==> config.mk <==
export PLATFORM = sky130hd
export DESIGN_NAME = inst_encoder_rv32
export DESIGN_NICKNAME = d
export VERILOG_FILES = /design/src/rtl/inst_encoder_rv32.sv
export SDC_FILE = /design/constraint.sdc
export NUM_CORES = 1
export LEC_CHECK = 0
export CAP_MARGIN = 0
export CORE_MARGIN = 1.5
export CORE_UTILIZATION = 45
export CTS_CLUSTER_SIZE = 25
export DETAILED_ROUTE_END_ITERATION = 6
export GPL_TIMING_DRIVEN = 0
export HOLD_SLACK_MARGIN = 0.06
export PLACE_DENSITY = 0.77
export SYNTH_ARGS = -nofsm -noshare
export SYNTH_HDL_FRONTEND = slang
export SYNTH_SLANG_ARGS = --single-unit
==> constraint.sdc <==
create_clock -name clk -period 2.81 [get_ports clk]
set_clock_uncertainty 0.2 [all_clocks]
set_input_delay 0.4215 -clock clk [delete_from_list [all_inputs] [get_ports clk]]
set_output_delay 0.4215 -clock clk [all_outputs]
set_load 0.05 [all_outputs]
==> src/rtl/inst_encoder_rv32.sv <==
// rtl/inst_encoder_rv32.sv - RV32 instruction encoder: uop fields in, 32-bit instruction word out
//
// Purpose: builds RV32 ADD / ADDI / MUL instruction words from decoded
// micro-op fields and holds them in a small FIFO for the consumer.
// Ports:
//   clk, rst_n        clock, asynchronous active-low reset
//   req_val/req_rdy   request handshake (req_rdy = queue not full)
//   req_uop, req_rs1, req_rs2, req_rd, req_imm, req_op2_sel  uop fields
//   resp_val/resp_rdy response handshake
//   resp_inst         encoded instruction (0 when the uop was not encodable)
//   resp_err          uop was not encodable
//   num_encoded       saturating count of consumed error-free responses

package inst_encoder_rv32_pkg;
  typedef logic [3:0] rv_uop;

  localparam rv_uop OP_ADD = 4'd0;
  localparam rv_uop OP_MUL = 4'd1;

  localparam logic [31:0] OP_ADD_VEC = 32'h0000_0001;
  localparam logic [31:0] OP_MUL_VEC = 32'h0000_0002;
  localparam logic [31:0] p_tinyrv1  = OP_ADD_VEC | OP_MUL_VEC;
endpackage

module inst_encoder_rv32
  import inst_encoder_rv32_pkg::*;
#(
  parameter logic [31:0] p_isa_subset  = p_tinyrv1,
  parameter int          p_num_entries = 2
) (
  input  logic        clk,
  input  logic        rst_n,
  input  logic        req_val,
  output logic        req_rdy,
  input  rv_uop       req_uop,
  input  logic [4:0]  req_rs1,
  input  logic [4:0]  req_rs2,
  input  logic [4:0]  req_rd,
  input  logic [31:0] req_imm,
  input  logic        req_op2_sel,
  output logic        resp_val,
  input  logic        resp_rdy,
  output logic [31:0] resp_inst,
  output logic        resp_err,
  output logic [15:0] num_encoded
);

  localparam int AW = $clog2(p_num_entries);

  localparam logic [6:0] OPC_OP     = 7'b0110011;
  localparam logic [6:0] OPC_OP_IMM = 7'b0010011;
  localparam logic [2:0] F3_ADD     = 3'b000;
  localparam logic [6:0] F7_ADD     = 7'b0000000;
  localparam logic [6:0] F7_MUL     = 7'b0000001;

  localparam logic w_add_en = (p_isa_subset & OP_ADD_VEC) != 32'h0;
  localparam logic w_mul_en = (p_isa_subset & OP_MUL_VEC) != 32'h0;

  // Pointers carry one extra wrap bit so full and empty are distinguishable.
  logic [AW:0]  r_wr_ptr;
  logic [AW:0]  r_rd_ptr;
  logic [31:0]  r_inst [p_num_entries];
  logic         r_err  [p_num_entries];
  logic [15:0]  r_num_encoded;

  logic         w_full;
  logic         w_empty;
  logic         w_push;
  logic         w_pop;
  logic [31:0]  w_inst;
  logic         w_err;
  logic         w_imm_fits;

  assign w_empty = (r_wr_ptr == r_rd_ptr);
  assign w_full  = (r_wr_ptr[AW] != r_rd_ptr[AW]) &&
                   (r_wr_ptr[AW-1:0] == r_rd_ptr[AW-1:0]);

  // Readiness depends only on stored occupancy, never on resp_rdy.
  assign req_rdy = !w_full;
  assign w_push  = req_val && !w_full;
  assign w_pop   = !w_empty && resp_rdy;

  // Immediate fits in 12 bits when bits 31..11 are all copies of the sign.
  assign w_imm_fits = (req_imm[31:11] == {21{req_imm[11]}});

  always_comb begin
    w_inst = 32'h0;
    w_err  = 1'b0;
    case (req_uop)
      OP_ADD: begin
        if (!w_add_en) begin
          w_err = 1'b1;
        end else if (req_op2_sel) begin
          if (w_imm_fits) begin
            w_inst = {req_imm[11:0], req_rs1, F3_ADD, req_rd, OPC_OP_IMM};
          end else begin
            w_err = 1'b1;
          end
        end else begin
          w_inst = {F7_ADD, req_rs2, req_rs1, F3_ADD, req_rd, OPC_OP};
        end
      end
      OP_MUL: begin
        if (!w_mul_en || req_op2_sel) begin
          w_err = 1'b1;
        end else begin
          w_inst = {F7_MUL, req_rs2, req_rs1, F3_ADD, req_rd, OPC_OP};
        end
      end
      default: w_err = 1'b1;
    endcase
  end

  always_ff @(posedge clk or negedge rst_n) begin
    if (!rst_n) begin
      r_wr_ptr      <= '0;
      r_rd_ptr      <= '0;
      r_num_encoded <= 16'h0;
      for (int i = 0; i < p_num_entries; i++) begin
        r_inst[i] <= 32'h0;
        r_err[i]  <= 1'b0;
      end
    end else begin
      if (w_push) begin
        r_inst[r_wr_ptr[AW-1:0]] <= w_inst;
        r_err[r_wr_ptr[AW-1:0]]  <= w_err;
        r_wr_ptr                 <= r_wr_ptr + 1'b1;
      end
      if (w_pop) begin
        r_rd_ptr <= r_rd_ptr + 1'b1;
        if (!r_err[r_rd_ptr[AW-1:0]] && (r_num_encoded != 16'hFFFF)) begin
          r_num_encoded <= r_num_encoded + 16'h1;
        end
      end
    end
  end

  // Outputs read zero while empty so the post-reset state is clean.
  assign resp_val    = !w_empty;
  assign resp_inst   = w_empty ? 32'h0 : r_inst[r_rd_ptr[AW-1:0]];
  assign resp_err    = w_empty ? 1'b0  : r_err[r_rd_ptr[AW-1:0]];
  assign num_encoded = r_num_encoded;

endmodule

==> key figures, run 1 <==
Outcome
  – Status: finished clean

Clocking
  – Clock Tree Buf Depth: 2
  – Clock sink count: 70
  – Later-pin clock latency in the skew report: 340 ps
  – CTS tree: done
  – CTS Root Cell: clkbuf_8
  – Cts bufs inserted: 9
  – CTS clock-pin slew for the worst setup and hold paths: around 70 ps
  – Htree depth: 3

GRT
  – Initial antenna violation count: 0
  – Gr usage total: 0.225
  – Largest net degree at the start of global routing: 71
  – Global route total overflow: 0
  – First-pass GRT wire length: roughly 15000 um
  – Vias in the first global route: about 3200

Finish
  – Layout cells sized above 1: 0.120
  – Final Non-Filler Cells: 601
  – Core Util, Final: 0.633
  – Final Cell Area: 4840 um2
  – N_diodes: 0
  – Area Overhead vs Synth: 38.0%
  – Final net count: around 550

Pwr
  – Seq pwr share: 0.277
  – Clock power frac: 0.148
  – Pwr per Cell Area: 1150 nW/um2
  – Switching power: between 2 and 3 mW
  – Leakage: about 2.2 nW
  – Peak VDD IR: 0.590 mV
  – Switching Fraction: 0.509
  – Cell-internal power: about 2.7 mW
  – Combinational fraction of design power: 0.575

Timing
  – Endpoints failing setup: 0
  – Period Utilization, post-route: 0.969
  – Tmin final: about 2700 ps
  – Max Clk Rate: around 370 MHz
  – Final setup TNS: 0 ps
  – Relative slew slack: 0.381
  – Slew @ Worst Pin: about 920 ps
  – Max-slew violations: 0
  – Final hold violations: 0

Floorplan
  – Initial core utilization: 0.458
  – Io pins: approximately 110
  – Row count: 32
  – Core area: 7650 um2
  – Die Wd: around 90 um
  – Die area: around 8300 um2
  – DIE HEIGHT: around 90 um

Yosys
  – Mean post-synth cell area: between 9 and 10 um2
  – Most common cell in the netlist: nor2_1
  – Cells after Synth: about 370
  – Register area share after synthesis: 0.500
  – Synth Flop Type: dfrtp_1
  – Yosys warns: 0
  – Largest cells by area after synthesis: dfrtp_1 (50%), nor2_1 (8.1%), mux2i_1 (7.4%)
  – Post-synth top cells: nor2_1 (76), dfrtp_1 (70), nand2_1 (37)
  – Share of the synthesized area in the top cell type: 0.500
  – Area leader, netlist: dfrtp_1
  – Asr flop ratio synth: 1.00
  – Post-synth EDFFs: 0
  – Library cells used by synthesis: 33
  – Cell Area, Synth: 3510 um2
  – Yosys reg bits: 70

Routing
  – Via count: about 3200
  – Antenna-violating nets left: 0
  – 1st-iter DRT viols: 130
  – DRC violations left: 0
  – Routed vias/inst: around 5.3
  – Overall routed net length: between 8000 and 9000 um
  – TritonRoute pass-1 iters: 4
  – Wirelength per Cell: 14.8 um

Placed design
  – DP HPWL: 6390 um
  – Placer Congestion: 0.814
  – Cells after DPL: between 500 and 600
  – IO buf count: 100
  – Area post-placement: 4650 um2

Worst setup path
  – Crit path launch type: register
  – Worst Path Required: around 2200 ps
  – Worst Path Class, Setup: register to primary output
  – Worst r2r src: num_encoded[0]
  – Critical Path AT: between 2000 and 2500 ps
  – Crit path from: r_wr_ptr[0]
  – CP Capture Type: primary output
  – Worst Path Max Fanout: 5

Hold path
  – Worst hold start: r_inst[58]
  – Hold WC Path Type: register to register

Job
  – Max-Cap Viols: 0
through the flow:
step / hold slack, ps / worst slack, ps / total power [mW]
6_report: 277 / 87.2 / 5.54
5_1_grt: 302 / -1.86 / 5.88
4_1_cts: 280 / -89.9 / 5.57
3_5_place_dp: 265 / -601 / 4.92
3_3_place_gp: 259 / -1120 / 4.85
2_1_floorplan: -74.1 / 165 / 3.82
final cells by class:
cell class,instances,area (um2)
inverters,2,7.51
flip-flops and latches,70,1750
well taps,102,128
fillers,708,2810
plain buffers,26,135
clock buffers,12,155
clock inverters,4,45.0
repair buffers,104,948
multi-input cells,281,1670
placed cells by master, fill, tap and decap left out, drive strengths merged:
master / netlist / final
and4: 1 / 1
a21boi: 1 / 1
o31ai: 19 / 19
or3: 2 / 2
nor4bb: 1 / 1
nand2b: 3 / 3
a41oi: 6 / 6
clkdlybuf4s15: 0 / 6
o2111ai: 1 / 1
nand4: 9 / 9
nand3: 13 / 13
clkinv: 0 / 3
nor2: 76 / 76
and3: 4 / 4
bufinv: 0 / 1
a21oi: 13 / 13
ha: 1 / 1
conb: 1 / 6
xor2: 6 / 6
and2: 8 / 8
o21ai: 3 / 3
a2111oi: 1 / 1
dfrtp: 70 / 70
mux2i: 26 / 26
nor3: 19 / 19
clkbuf: 13 / 41
clkdlybuf4s50: 0 / 71
dlygate4sd3: 0 / 1
nor4: 5 / 5
inv: 2 / 2
a211oi: 2 / 2
mux2: 1 / 1
nand2: 37 / 37
a21o: 2 / 2
dlygate4sd2: 0 / 6
buf: 13 / 17
xnor2: 15 / 15
sequential cells by signal (all words and copies together) (netlist names):
| name | count |
|---|---|
| r_rd_ptr | 2 |
| r_wr_ptr | 2 |
| r_err | 2 |
| num_encoded | 16 |
| r_inst | 48 |
metal layers:
layer	GRT usage	routed length (um)	vias up
met1	0.288	3920	1527
met5	0	0	-
met3	0.0444	557	11
met4	0.0898	121	0
li1	-	-	1521
met2	0.374	4300	114
worst paths after layout:
path | to | slack (ps) | cells after the start
hold / removal | r_inst[58] | 280 | 2
max in group asynchronous | r_inst[54] | 1300 | 2
min in group asynchronous | num_encoded[6] | 520 | 2
setup / recovery | req_rdy | 90 | 3
setup reg to reg | num_encoded[1] | 200 | 6
hold reg to reg | r_inst[58] | 280 | 2
logic make-up (layout without fill, tap and decap cells):
family	Yosys count	count (layout)	share of synthesized area
buf+inv	28	148	0.0389
flops	70	70	0.500
compound gates	48	48	0.0996
xor+xnor	21	21	0.0525
other cells	1	6	0.00107
fa+ha+maj	1	1	0.00357
simple gates	178	178	0.227
mux	27	27	0.0774
critical path, stage by stage, from the launching register on:
cell	delay (ps)
dfrtp_1	440
xor2_1	350
nand2b_1	170
clkdlybuf4s50_1	800
power groups by stage:
stage / Sequential (mW) / Clock (mW) / Combinational (mW)
after floorplan: 1.61 / 0 / 2.21
after global placement: 1.52 / 0 / 3.33
after detailed placement: 1.54 / 0 / 3.37
after CTS: 1.53 / 0.825 / 3.22
after global routing: 1.57 / 0.878 / 3.44
final: 1.53 / 0.820 / 3.19
what timing repair did:
item	4_1_cts	5_1_grt
cloned	0	0
setup buffers	3	0
hold endpoints to repair	70	0
resized for setup	45	36
hold buffers	1	0
pin swaps	1	0
setup endpoints to repair	62	22
Power figures use the tool's default switching activity.
==> run 2, diff against run 1 <==
Settings changed: CAP_MARGIN 0 to 15.
==> key figures, run 2 (synthesis results as in run 1) <==
Outcome
  – Status: finished clean

Floorplan
  – Die area: 8330 um2
  – Core area: roughly 7600 um2
  – Initial core utilization: 0.458
  – Die Wd: around 91 um
  – Io pins: 107
  – Row count: 32
  – DIE HEIGHT: 91.3 um

Finish
  – Most flops, register: r_inst
  – Core Util, Final: 0.627
  – Final Non-Filler Cells: approximately 600
  – N_diodes: 0
  – Commonest non-fill, non-tap cells in the layout: nor2_1 (75), clkdlybuf4s50_1 (71), dfrtp_1 (70)
  – Layout cells sized above 1: 0.120
  – Area Overhead vs Synth: 36.7%
  – Final net count: 553
  – Most common cell after layout, fill and taps aside: nor2_1
  – Max FFs per register: between 40 and 50

Pwr
  – Leakage: roughly 2.1 nW
  – Pwr per Cell Area: ~1100 nW/um2
  – Peak VDD IR: around 0.56 mV

Placed design
  – DP HPWL: ~6400 um
  – IO buf count: 100
  – Placer Congestion: about 0.8
  – Cells after DPL: between 500 and 600

GRT
  – Gr busiest metal: met2
  – Met3 GRT Util: 0.0578
  – Met2 usage: 0.360
  – Gr usage total: 0.227
  – Largest net degree at the start of global routing: 71
  – M1 GR Usage: 0.296
  – First-pass GRT wire length: ~15000 um
  – Global route total overflow: 0
  – Initial antenna violation count: 0
  – Vias in the first global route: ~3100

Timing
  – Final hold violations: 0
  – Max Clk Rate: about 370 MHz
  – RSZ-0062 raised after global routing: no
  – Slew @ Worst Pin: about 900 ps
  – Relative slew slack: 0.390
  – Endpoints failing setup: 0
  – Period Utilization, post-route: 0.964
  – Max-slew violations: 0
  – Tmin final: 2710 ps

Clocking
  – Clock sink count: 70
  – CTS Root Cell: clkbuf_8
  – Later-pin clock latency in the skew report: between 300 and 400 ps
  – CTS tree: done
  – Cts bufs inserted: 9
  – Htree depth: 3
  – Clock Tree Buf Depth: 2
  – CTS clock-pin slew for the worst setup and hold paths: ~70 ps

Worst setup path
  – Critical Path AT: between 2000 and 2500 ps
  – Worst R2R Path Depth: 6
  – Worst reg2reg path endpoint: num_encoded[1]
  – Worst Path Class, Setup: register to primary output
  – Critical path endpoint: req_rdy
  – CP Capture Type: primary output
  – R2R setup slack: approximately 200 ps
  – Max incr delay on CP: ~800 ps
  – CP bufs+invs: 1
  – CP Depth: 3
  – Crit-path slowest cell: clkdlybuf4s50_1
  – Top delay family on crit path: buffers and inverters
  – Worst r2r src: num_encoded[0]
  – Worst Path Max Fanout: 5
  – Worst Path Required: roughly 2200 ps
  – Crit path launch type: register
  – Crit path from: r_wr_ptr[0]
  – Critical Path, Cell by Cell: xor2_1, nand2b_1, clkdlybuf4s50_1

Routing
  – 1st-iter DRT viols: roughly 170
  – Wirelength per Cell: around 15 um
  – Routed vias/inst: 5.26
  – TritonRoute pass-1 iters: 4
  – DRC violations left: 0
  – Antenna-violating nets left: 0
  – Via count: 3172
  – Overall routed net length: 8920 um

Hold path
  – Hold WC Path Type: register to register
  – Worst hold start: r_inst[49]

Job
  – Max-Cap Viols: 0
## run 2: changes by cell type in the layout (fill, tap and decap cells not counted), sizes merged
cell / delta
clkbuf: +5
clkdlybuf4s15: -2
buf: -1
bufinv: -1
clkinvlp: +1
## run 2: timing repair
| action | in CTS | in global routing |
|---|---|---|
| gates resized for setup | 42 | 40 |
| hold buffers | 1 | 0 |
| buffers inserted | 0 | 2 |
| pin swaps | 0 | 1 |
| hold endpoints to repair | 70 | 0 |
| endpoints found under the setup margin | 28 | 51 |
## run 2: cell type report
| class | instances | area [um2] |
|---|---|---|
| fill | 719 | 2860 |
| sequential | 70 | 1750 |
| multi-input combinational | 281 | 1650 |
| timing repair buffer | 106 | 946 |
| clock buffer | 12 | 145 |
| buffer | 26 | 140 |
| tap | 102 | 128 |
| clock inverter | 4 | 22.5 |
| inverter | 2 | 7.51 |
## run 2: worst min-delay path by stage
stage                     cells past startpoint        endpoint  slack, ps
after detailed placement                      2      r_inst[49]        260
final                                         2      r_inst[49]        280
after global placement                        2      r_inst[58]        260
after floorplan                               0  num_encoded[0]        -70
after CTS                                     2      r_inst[58]        280
after global routing                          2      r_inst[28]        300
## run 2: layer usage
| metal | share of wire | vias to the layer above |
|---|---|---|
| met4 | 0.015 | 0 |
| met2 | 0.48 | 113 |
| met1 | 0.44 | 1520 |
| met5 | 0 | - |
| met3 | 0.065 | 11 |
| li1 | - | 1528 |
## run 2: per-stage QoR
step / worst slack [ps] / setup TNS (ps) / cell area [um2] / power (mW) / hold WS, ps
after floorplan: 165 / 0 / 3520 / 3.82 / -74.1
after detailed placement: -556 / -19950 / 4660 / 4.92 / 265
after global routing: 6.07 / 0 / 4790 / 5.77 / 303
final: 103 / 0 / 4790 / 5.43 / 277
after global placement: -1120 / -104430 / 4650 / 4.85 / 259
after CTS: -60.9 / -418 / 4820 / 5.46 / 280
## run 2: report_power, final
part	internal, mW	switching [mW]	leakage, nW	total (mW)
clock network	0.340	0.368	0.0861	0.709
registers	1.32	0.211	0.903	1.53
logic	0.943	2.25	1.16	3.19
total	2.60	2.83	2.15	5.43
## run 2: worst reg2reg max path: cells and delay by family, from the launching register on
family / cells / cell delay, ps
AND/OR/NAND/NOR: 3 / 1040
flip-flops: 1 / 440
multiplexers: 1 / 410
adder cells (fa/ha/maj): 1 / 210
buffers and inverters: 1 / 200
